===== config.mk =====
export PLATFORM = sky130hd
export DESIGN_NAME = fetch_pc_ctrl
export DESIGN_NICKNAME = d
export VERILOG_FILES = /design/src/rtl/fetch_pc_ctrl.sv
export SDC_FILE = /design/constraint.sdc
export NUM_CORES = 1
export LEC_CHECK = 0
export CAP_MARGIN = 0
export CORE_MARGIN = 4
export CORE_UTILIZATION = 47
export DETAILED_ROUTE_END_ITERATION = 6
export PLACE_DENSITY_LB_ADDON = 0.3
export SYNTH_ARGS = -nofsm -noshare
export SYNTH_HDL_FRONTEND = slang
export SYNTH_SLANG_ARGS = --single-unit

===== constraint.sdc =====
create_clock -name clk -period 1.9 [get_ports clk]
set_clock_uncertainty 0.1 [all_clocks]
set_input_delay 0.19 -clock clk [delete_from_list [all_inputs] [get_ports clk]]
set_output_delay 0.19 -clock clk [all_outputs]
set_load 0.05 [all_outputs]

===== src/rtl/fetch_pc_ctrl.sv =====
// Instruction-fetch PC sequencer.
// Owns the architectural PC and gates fetch on start, stall and imem_ready.
// Accepts EX-stage redirects and raises a multi-cycle flush so the wrong-path
// instructions already in IF/ID are killed.
// Outputs are registered, or are a direct decode of a register (flush_o).
module fetch_pc_ctrl #(
  parameter int unsigned          INST_WIDTH   = 32,
  parameter logic [INST_WIDTH-1:0] RESET_PC    = 32'h0000_0000,
  parameter int unsigned          FLUSH_CYCLES = 2
) (
  input  logic                  clk,
  input  logic                  rst_n,
  input  logic                  start,
  input  logic                  stall,
  input  logic                  redirect_valid,
  input  logic [INST_WIDTH-1:0] redirect_pc,
  input  logic                  imem_ready,
  output logic [INST_WIDTH-1:0] pc_o,
  output logic                  fetch_valid,
  output logic                  flush_o,
  output logic                  misalign_err,
  output logic [15:0]           redirect_cnt
);

  // A 3-bit counter covers the supported flush lengths of 1..7 cycles.
  localparam logic [2:0] FLUSH_LOAD = 3'(FLUSH_CYCLES);
  localparam logic [INST_WIDTH-1:0] PC_STEP = INST_WIDTH'(4);

  typedef enum logic [1:0] {
    ST_IDLE = 2'd0,
    ST_RUN  = 2'd1,
    ST_HALT = 2'd2
  } state_t;

  state_t                state;
  state_t                state_next;
  logic [INST_WIDTH-1:0] pc_next;
  logic [2:0]            flush_cnt;
  logic                  redirect_take;
  logic                  advance;

  // IDLE only exists between reset and the first start; redirects are ignored
  // there so the first fetch after reset is always RESET_PC.
  assign redirect_take = redirect_valid && (state != ST_IDLE);

  // Sequential fetch only advances when the memory accepted the fetch just
  // presented and the hazard unit is not holding the front end.
  assign advance = (state == ST_RUN) && !stall && imem_ready;

  // Next-state and next-PC selection; redirect beats sequential advance.
  always_comb begin
    // NOTE: every combinational output gets a default first so no path can
    // leave it unassigned and infer a latch.
    state_next = state;
    pc_next    = pc_o;

    case (state)
      ST_IDLE: if (start)  state_next = ST_RUN;
      ST_RUN:  if (!start) state_next = ST_HALT;
      ST_HALT: if (start)  state_next = ST_RUN;
      default:             state_next = ST_IDLE;
    endcase

    if (redirect_take) begin
      // Targets are forced to word alignment; misalignment is only reported.
      pc_next = {redirect_pc[INST_WIDTH-1:2], 2'b00};
    end else if (advance) begin
      // Natural modulo-2^INST_WIDTH wrap at the top of the address space.
      pc_next = pc_o + PC_STEP;
    end
  end

  // State, PC and fetch-valid registers.
  always_ff @(posedge clk or negedge rst_n) begin
    // NOTE: sequential state uses non-blocking assignments so every register
    // samples pre-edge values regardless of statement order.
    if (!rst_n) begin
      state       <= ST_IDLE;
      pc_o        <= RESET_PC;
      fetch_valid <= 1'b0;
    end else begin
      state       <= state_next;
      pc_o        <= pc_next;
      fetch_valid <= (state_next == ST_RUN);
    end
  end

  // Flush window: reload on every accepted redirect, otherwise count down
  // once per cycle independent of state, stall and imem_ready.
  always_ff @(posedge clk or negedge rst_n) begin
    if (!rst_n) begin
      flush_cnt <= 3'd0;
    end else if (redirect_take) begin
      flush_cnt <= FLUSH_LOAD;
    end else if (flush_cnt != 3'd0) begin
      flush_cnt <= flush_cnt - 3'd1;
    end
  end

  assign flush_o = (flush_cnt != 3'd0);

  // One-cycle misalignment pulse for an accepted redirect.
  always_ff @(posedge clk or negedge rst_n) begin
    if (!rst_n) begin
      misalign_err <= 1'b0;
    end else begin
      misalign_err <= redirect_take && (redirect_pc[1:0] != 2'b00);
    end
  end

  // Saturating count of accepted redirects.
  always_ff @(posedge clk or negedge rst_n) begin
    if (!rst_n) begin
      redirect_cnt <= 16'd0;
    end else if (redirect_take && (redirect_cnt != 16'hFFFF)) begin
      redirect_cnt <= redirect_cnt + 16'd1;
    end
  end

endmodule


==> summary.md, run 1 <==
| Metric | Value |
|---|---|
| Run status | `complete, no violations` |
| HPWL Detailed | `approximately 6.0 mm` |
| Critical Path Start Type | `flip-flop` |
| Final ANT Viol Nets | `0` |
| Max Buffers Root-to-Sink | `2` |
| R2R setup slack | `approximately 0.11 ns` |
| CTS clk-pin slew, worst paths | `~0.090 ns` |
| WL/cell | `~16 microns` |
| Most frequent cells in the layout | `clkdlybuf4s50_1, buf_4, nand2_1` |
| Share of layout cells above drive strength 1 | `approximately 22%` |
| Clock period minus worst slack | `~1.9 ns` |
| Synth top area cells | `dfrtp_1, nand2_1, xnor2_1` |
| Worst path cell trace | `clkdlybuf4s50_1` |
| Overflow after GRT | `0` |
| CP peak stage delay | `a little over 0.8 ns` |
| First-pass GRT wire length | `13.4 mm` |
| Setup TNS | `0 ns` |
| Synthesis Warnings | `0` |
| Overall Global Routing Usage | `22.0%` |
| Slew margin rel. | `a little over half` |
| Critical Path AT | `between 1.5 and 2 ns` |
| CTS tree | `built` |
| Syn Inst Count | `roughly 310` |
| # DRC | `0` |
| Worst Path Required | `~1.6 ns` |
| Diode count | `0` |
| Post-synth top flop | `dfrtp_1` |
| Syn_area_per_cell | `9.49 sq um` |
| DRT Wirelength | `roughly 7.9 mm` |
| Area leader, netlist | `dfrtp_1` |
| Sequential share of the synthesized area | `between 40% and 50%` |
| R2r worst-path depth | `6` |
| Worst Hold Class | `in2reg` |
| Tightest Pin Transition | `~0.7 ns` |
| CP Buf/Inv Count | `1` |
| Area Growth Syn to Fin | `43.7%` |
| RSZ-0062 raised after global routing | `no` |
| CTS Buf Count | `5` |
| Initial DRC count | `around 140` |
| Number of clock sinks | `between 50 and 60` |
| Worst VDD drop | `0.000798 V` |
| Pwr dens | `about 1100 nW/um^2` |
| Pin count of the biggest net entering global routing | `between 50 and 60` |
| Slowest cell on the critical path | `clkdlybuf4s50_1` |
| Fillers | `approximately 500` |
| Die H | `~87 microns` |
| Critical Path End Type | `primary output` |
| Commonest non-fill, non-tap cell in the layout | `clkdlybuf4s50_1` |
| Antenna violations before repair | `0` |
| Iteration count of the initial detailed-routing pass | `4` |
| Count of cell types in the netlist | `61` |
| Worst path depth | `1` |
| Worst hold path depth | `3` |
| Critical path's top delay family | `buffers and inverters` |
| Fmax | `between 500 and 600 MHz` |
| Rows | `28` |
| Via count of the first global-routing pass | `~2900` |
| Clock latency at the later pin of the worst-skew pair | `roughly 0.31 ns` |
| Final setup violation count | `0` |
| Final hold violation count | `0` |
| # port buffers | `86` |
| CTS Root Cell | `clkbuf_8` |
| Core area | `between 5000 and 6000 sq um` |
| DIE WIDTH | `a little under 90 microns` |
| Via count | `about 2800` |
| Ports | `a little under 90` |
| Vias/cell | `around 5.7` |
| CP Class | `reg2out` |
| GPL Wtd Cong | `between 0.8 and 0.9` |
| H-tree levels | `2` |
| Post-synth top area share | `45.2%` |
| Worst Slack Setup Final | `approximately 0.046 ns` |
| Max-slew violations | `0` |
| Fin util | `a little over two thirds` |
| Final period util | `approximately 98%` |
| Yosys reg bits | `53` |
| EDFF count, synth | `0` |
| CP Max Fanout | `4` |
| Nets | `460` |
| Starting Density | `between 40 and 50%` |
| Leak | `about 1.8 nW` |
| Die ar. | `7560 sq um` |
| Post-Syn Area | `about 2900 sq um` |
| Setup WS pre-CTS | `-0.0347 ns` |
| Async S/R FF share, synth | `100%` |
| Total of max-cap violations | `0` |
## flip-flops by register name, summed over array words and instances, names as in the netlist
register / flops
fetch_valid: 1
flush_cnt: 3
misalign_err: 1
state: 2
redirect_cnt: 16
pc_o: 30
## cells in the mapped netlist (3+ instances only)
| master | number |
|---|---|
| xor2_1 | 9 |
| a32oi_1 | 3 |
| nor2_1 | 29 |
| a21boi_0 | 3 |
| a211oi_1 | 4 |
| buf_4 | 3 |
| o21ai_1 | 9 |
| a31oi_1 | 9 |
| buf_2 | 5 |
| and2_1 | 3 |
| nand3_1 | 20 |
| a41oi_1 | 3 |
| or4_1 | 3 |
| o211ai_1 | 7 |
| inv_1 | 7 |
| and4_1 | 4 |
| o21a_1 | 3 |
| a21oi_1 | 6 |
| nand2_1 | 34 |
| and3_1 | 5 |
| clkbuf_1 | 4 |
| xnor2_1 | 14 |
| dfrtp_1 | 53 |
| nand4_1 | 11 |
| o21ai_0 | 11 |
| ha_1 | 4 |
| a22oi_1 | 3 |
## metal layers
metal	GRT usage (%)	wire, microns	vias to the layer above
met5	0	0	-
met4	5.81	121	0
met3	4.16	543	15
met2	40.4	4120	105
met1	26.1	3160	1363
li1	-	-	1348
## worst min-delay path, stage by stage
cell and delay (ns):
clkdlybuf4s50_1 0.40, nand2_1 0.05, o21ai_1 0.05
## kinds of logic after synthesis
logic type | Yosys count | share of synthesized area, %
AO/OA/AOI/OAI | 73 | 16.8
XOR/XNOR | 23 | 6.87
adder cells (fa/ha/maj) | 4 | 1.71
buffers and inverters | 22 | 3.67
flip-flops | 53 | 45.2
multiplexers | 3 | 1.24
other | 1 | 0.128
AND/OR/NAND/NOR | 130 | 24.3
## report_power, final
group	switching [mW]	internal, mW	total (mW)	leakage, nW
Combinational	1.33	0.772	2.10	1.14
Clock	0.373	0.297	0.670	0.0445
Sequential	0.296	1.39	1.69	0.609
Total	2.00	2.46	4.46	1.80
## timing repair
action | 4_1_cts | 5_1_grt
hold buffers | 1 | 0
endpoints found under the setup margin | 1 | 15
pin swaps | 0 | 1
gates resized for setup | 1 | 11
buffers inserted | 0 | 1
endpoints found under the hold margin | 26 | 0
## metrics by stage
step                std cells  total power [mW]  area (sq um)  hold WS, ns
floorplan                 310              2.99          2980       -0.206
global placement          484              3.76          4070        0.157
detailed placement        484              3.82          4070        0.163
CTS                       493              4.49          4170        0.305
global route              494              4.71          4210        0.321
finish                    494              4.46          4210        0.311
## final timing paths
kind / end / start
worst max-delay path: redirect_cnt[8] / redirect_cnt[8]
worst min-delay path: pc_o[10] / redirect_pc[10]
worst max register to register: pc_o[26] / pc_o[15]
worst min register to register: redirect_cnt[6] / redirect_cnt[6]
max in group asynchronous: redirect_cnt[1] / rst_n
min in group asynchronous: fetch_valid / rst_n
## layout make-up
cell class                 count  area (sq um)  area share (%)
tap                           75          93.8            2.23
clock buffer                   7          86.3            2.05
inverter                       7          26.3           0.624
multi-input combinational    235          1520            36.1
sequential                    53          1360            32.3
timing repair buffer         116          1110            26.5
clock inverter                 1          7.51           0.178
No activity file was read; power rests on OpenSTA's default activity.
==> run 2: changes to the inputs <==
- CORE_MARGIN: 4 -> default
- CORE_UTILIZATION: 47 -> 30
==> run 2 against run 1 <==
Effect of this change: die area grew 34%; wire length is 0.24% lower; utilization down 25 points; global-route usage shrank 5.8 points; critical path depth unchanged; cell count up 12%.
==> summary.md, run 2 (synthesis results as in run 1) <==
| Metric | Value |
|---|---|
| Worst reg2reg startpoint | `redirect_cnt[3]` |
| CP Class | `reg2out` |
| Fmax | `approximately 540 MHz` |
| DRT met1 WL | `between 3 and 4 mm` |
| Worst VDD drop | `slightly above 0.0006 V` |
| Commonest non-fill, non-tap cell in the layout | `clkdlybuf4s50_1` |
| Worst Path Required | `1.61 ns` |
| Largest register FFs | `30` |
| Worst path depth | `1` |
| Routed wl met2 | `approximately 3.6 mm` |
| Max Buffers Root-to-Sink | `2` |
| Via count | `~2700` |
| Run status | `complete, no violations` |
| CP Max Fanout | `6` |
| Top Metal Used | `met4` |
| Diode count | `0` |
| Area Growth Syn to Fin | `46.4%` |
| # DRC | `0` |
| Setup WS pre-CTS | `-0.0725 ns` |
| Worst hold slack | `0.248 ns` |
| Worst Slack Setup Final | `0.0478 ns` |
| Ports | `89` |
| Overall Global Routing Usage | `16.3%` |
| Max-slew violations | `0` |
| DIE WIDTH | `just over 100 microns` |
| Top flop regs | `pc_o: 30 flops, redirect_cnt: 16 flops, flush_cnt: 3 flops` |
| CTS Root Cell | `clkbuf_8` |
| Overflow after GRT | `0` |
| Antenna violations before repair | `0` |
| Pwr dens | `around 1100 nW/um^2` |
| Initial DRC count | `between 150 and 200` |
| CTS clk-pin slew, worst paths | `0.10 ns` |
| First-pass GRT wire length | `12.9 mm` |
| Nets | `approximately 460` |
| Number of clock sinks | `between 50 and 60` |
| Wire length on met3 | `410 microns` |
| R2r worst-path depth | `5` |
| Biggest register | `pc_o` |
| RSZ-0062 raised after global routing | `no` |
| Critical Path AT | `1.56 ns` |
| H-tree levels | `2` |
| Vias/cell | `4.91` |
| Final ANT Viol Nets | `0` |
| WL/cell | `14.4 microns` |
| Iteration count of the initial detailed-routing pass | `4` |
| Clock period minus worst slack | `~1.9 ns` |
| Clock latency at the later pin of the worst-skew pair | `between 0.3 and 0.4 ns` |
| Final setup violation count | `0` |
| HPWL Detailed | `6.15 mm` |
| Share of layout cells above drive strength 1 | `a little under a quarter` |
| CTS tree | `built` |
| Rows | `35` |
| Leak | `1.79 nW` |
| Final hold violation count | `0` |
| R2R setup slack | `0.12 ns` |
| CP Buf/Inv Count | `1` |
| Total of max-cap violations | `0` |
| Slowest cell on the critical path | `clkdlybuf4s50_1` |
| DRT Wirelength | `approximately 8 mm` |
| CP Capture Point | `pc_o[5]` |
| Pin count of the biggest net entering global routing | `27` |
| GPL Wtd Cong | `between 0.8 and 0.9` |
| Tightest Pin Transition | `approximately 0.51 ns` |
| Worst r2r dst | `redirect_cnt[13]` |
| Worst path cell trace | `clkdlybuf4s50_1` |
| CTS Buf Count | `5` |
| Critical path startpoint | `pc_o[5]` |
| Via count of the first global-routing pass | `2655` |
| Setup TNS | `0 ns` |
| Core area | `9370 sq um` |
| Final period util | `97.5%` |
| Die ar. | `between 10000 and 15000 sq um` |
| CP peak stage delay | `~0.8 ns` |
| Die H | `between 100 and 150 microns` |
| Most frequent cells in the layout | `clkdlybuf4s50_1, buf_4, nand2_1` |
| Worst Hold Class | `in2async` |
| Starting Density | `31.3%` |
| # port buffers | `between 80 and 90` |
| Critical Path End Type | `primary output` |
| Critical path's top delay family | `buffers and inverters` |
| Critical Path Start Type | `flip-flop` |
| Slew margin rel. | `between 60% and 70%` |
-- run 2: changes by cell type in the layout (fill, tap and decap cells not counted), sizes merged --
cell,delta
dlygate4sd2,+3
dlymetal6s2s,-4
buf,+5
clkinvlp,-1
bufinv,+1
-- run 2: how the worst min path moves through the flow --
stage	endpoint	slack, ns
3_3_place_gp	redirect_cnt[3]	0.05
3_5_place_dp	redirect_cnt[3]	0.05
4_1_cts	redirect_cnt[3]	0.25
2_1_floorplan	fetch_valid	-0.21
5_1_grt	redirect_cnt[3]	0.26
6_report	redirect_cnt[9]	0.25
-- run 2: power breakdown --
part | switching (mW) | internal (mW) | leakage [nW]
logic | 1.33 | 0.774 | 1.12
registers | 0.289 | 1.39 | 0.609
clock network | 0.377 | 0.430 | 0.0585
total | 2.00 | 2.60 | 1.79
-- run 2: metrics by stage --
stage	instances	cell area, sq um	utilization (%)	total power, mW
finish	552	4290	45.8	4.60
global route	552	4290	45.8	4.83
CTS	552	4280	45.7	4.63
detailed placement	543	4160	44.4	3.82
global placement	543	4160	44.4	3.79
floorplan	310	2980	-	2.99
-- run 2: layout make-up --
cell class	instances	area (sq um)
Clock buffer	7	86.3
Clock inverter	1	30.0
Fill cell	932	5080
Inverter	7	26.3
Multi-Input combinational cell	235	1510
Sequential cell	53	1360
Tap cell	129	161
Timing Repair Buffer	120	1120
-- run 2: repair_timing --
action                                  CTS  global route
hold buffers                              1             0
gates resized for setup                   4             5
endpoints found under the setup margin    4             5
hold endpoints to repair                 15             0
setup buffers                             0             0
-- run 2: per-layer routing --
metal,up-vias,track usage (%)
met2,76,25.0
met3,7,2.98
li1,1355,-
met5,-,0
met1,1273,23.1
met4,0,5.24
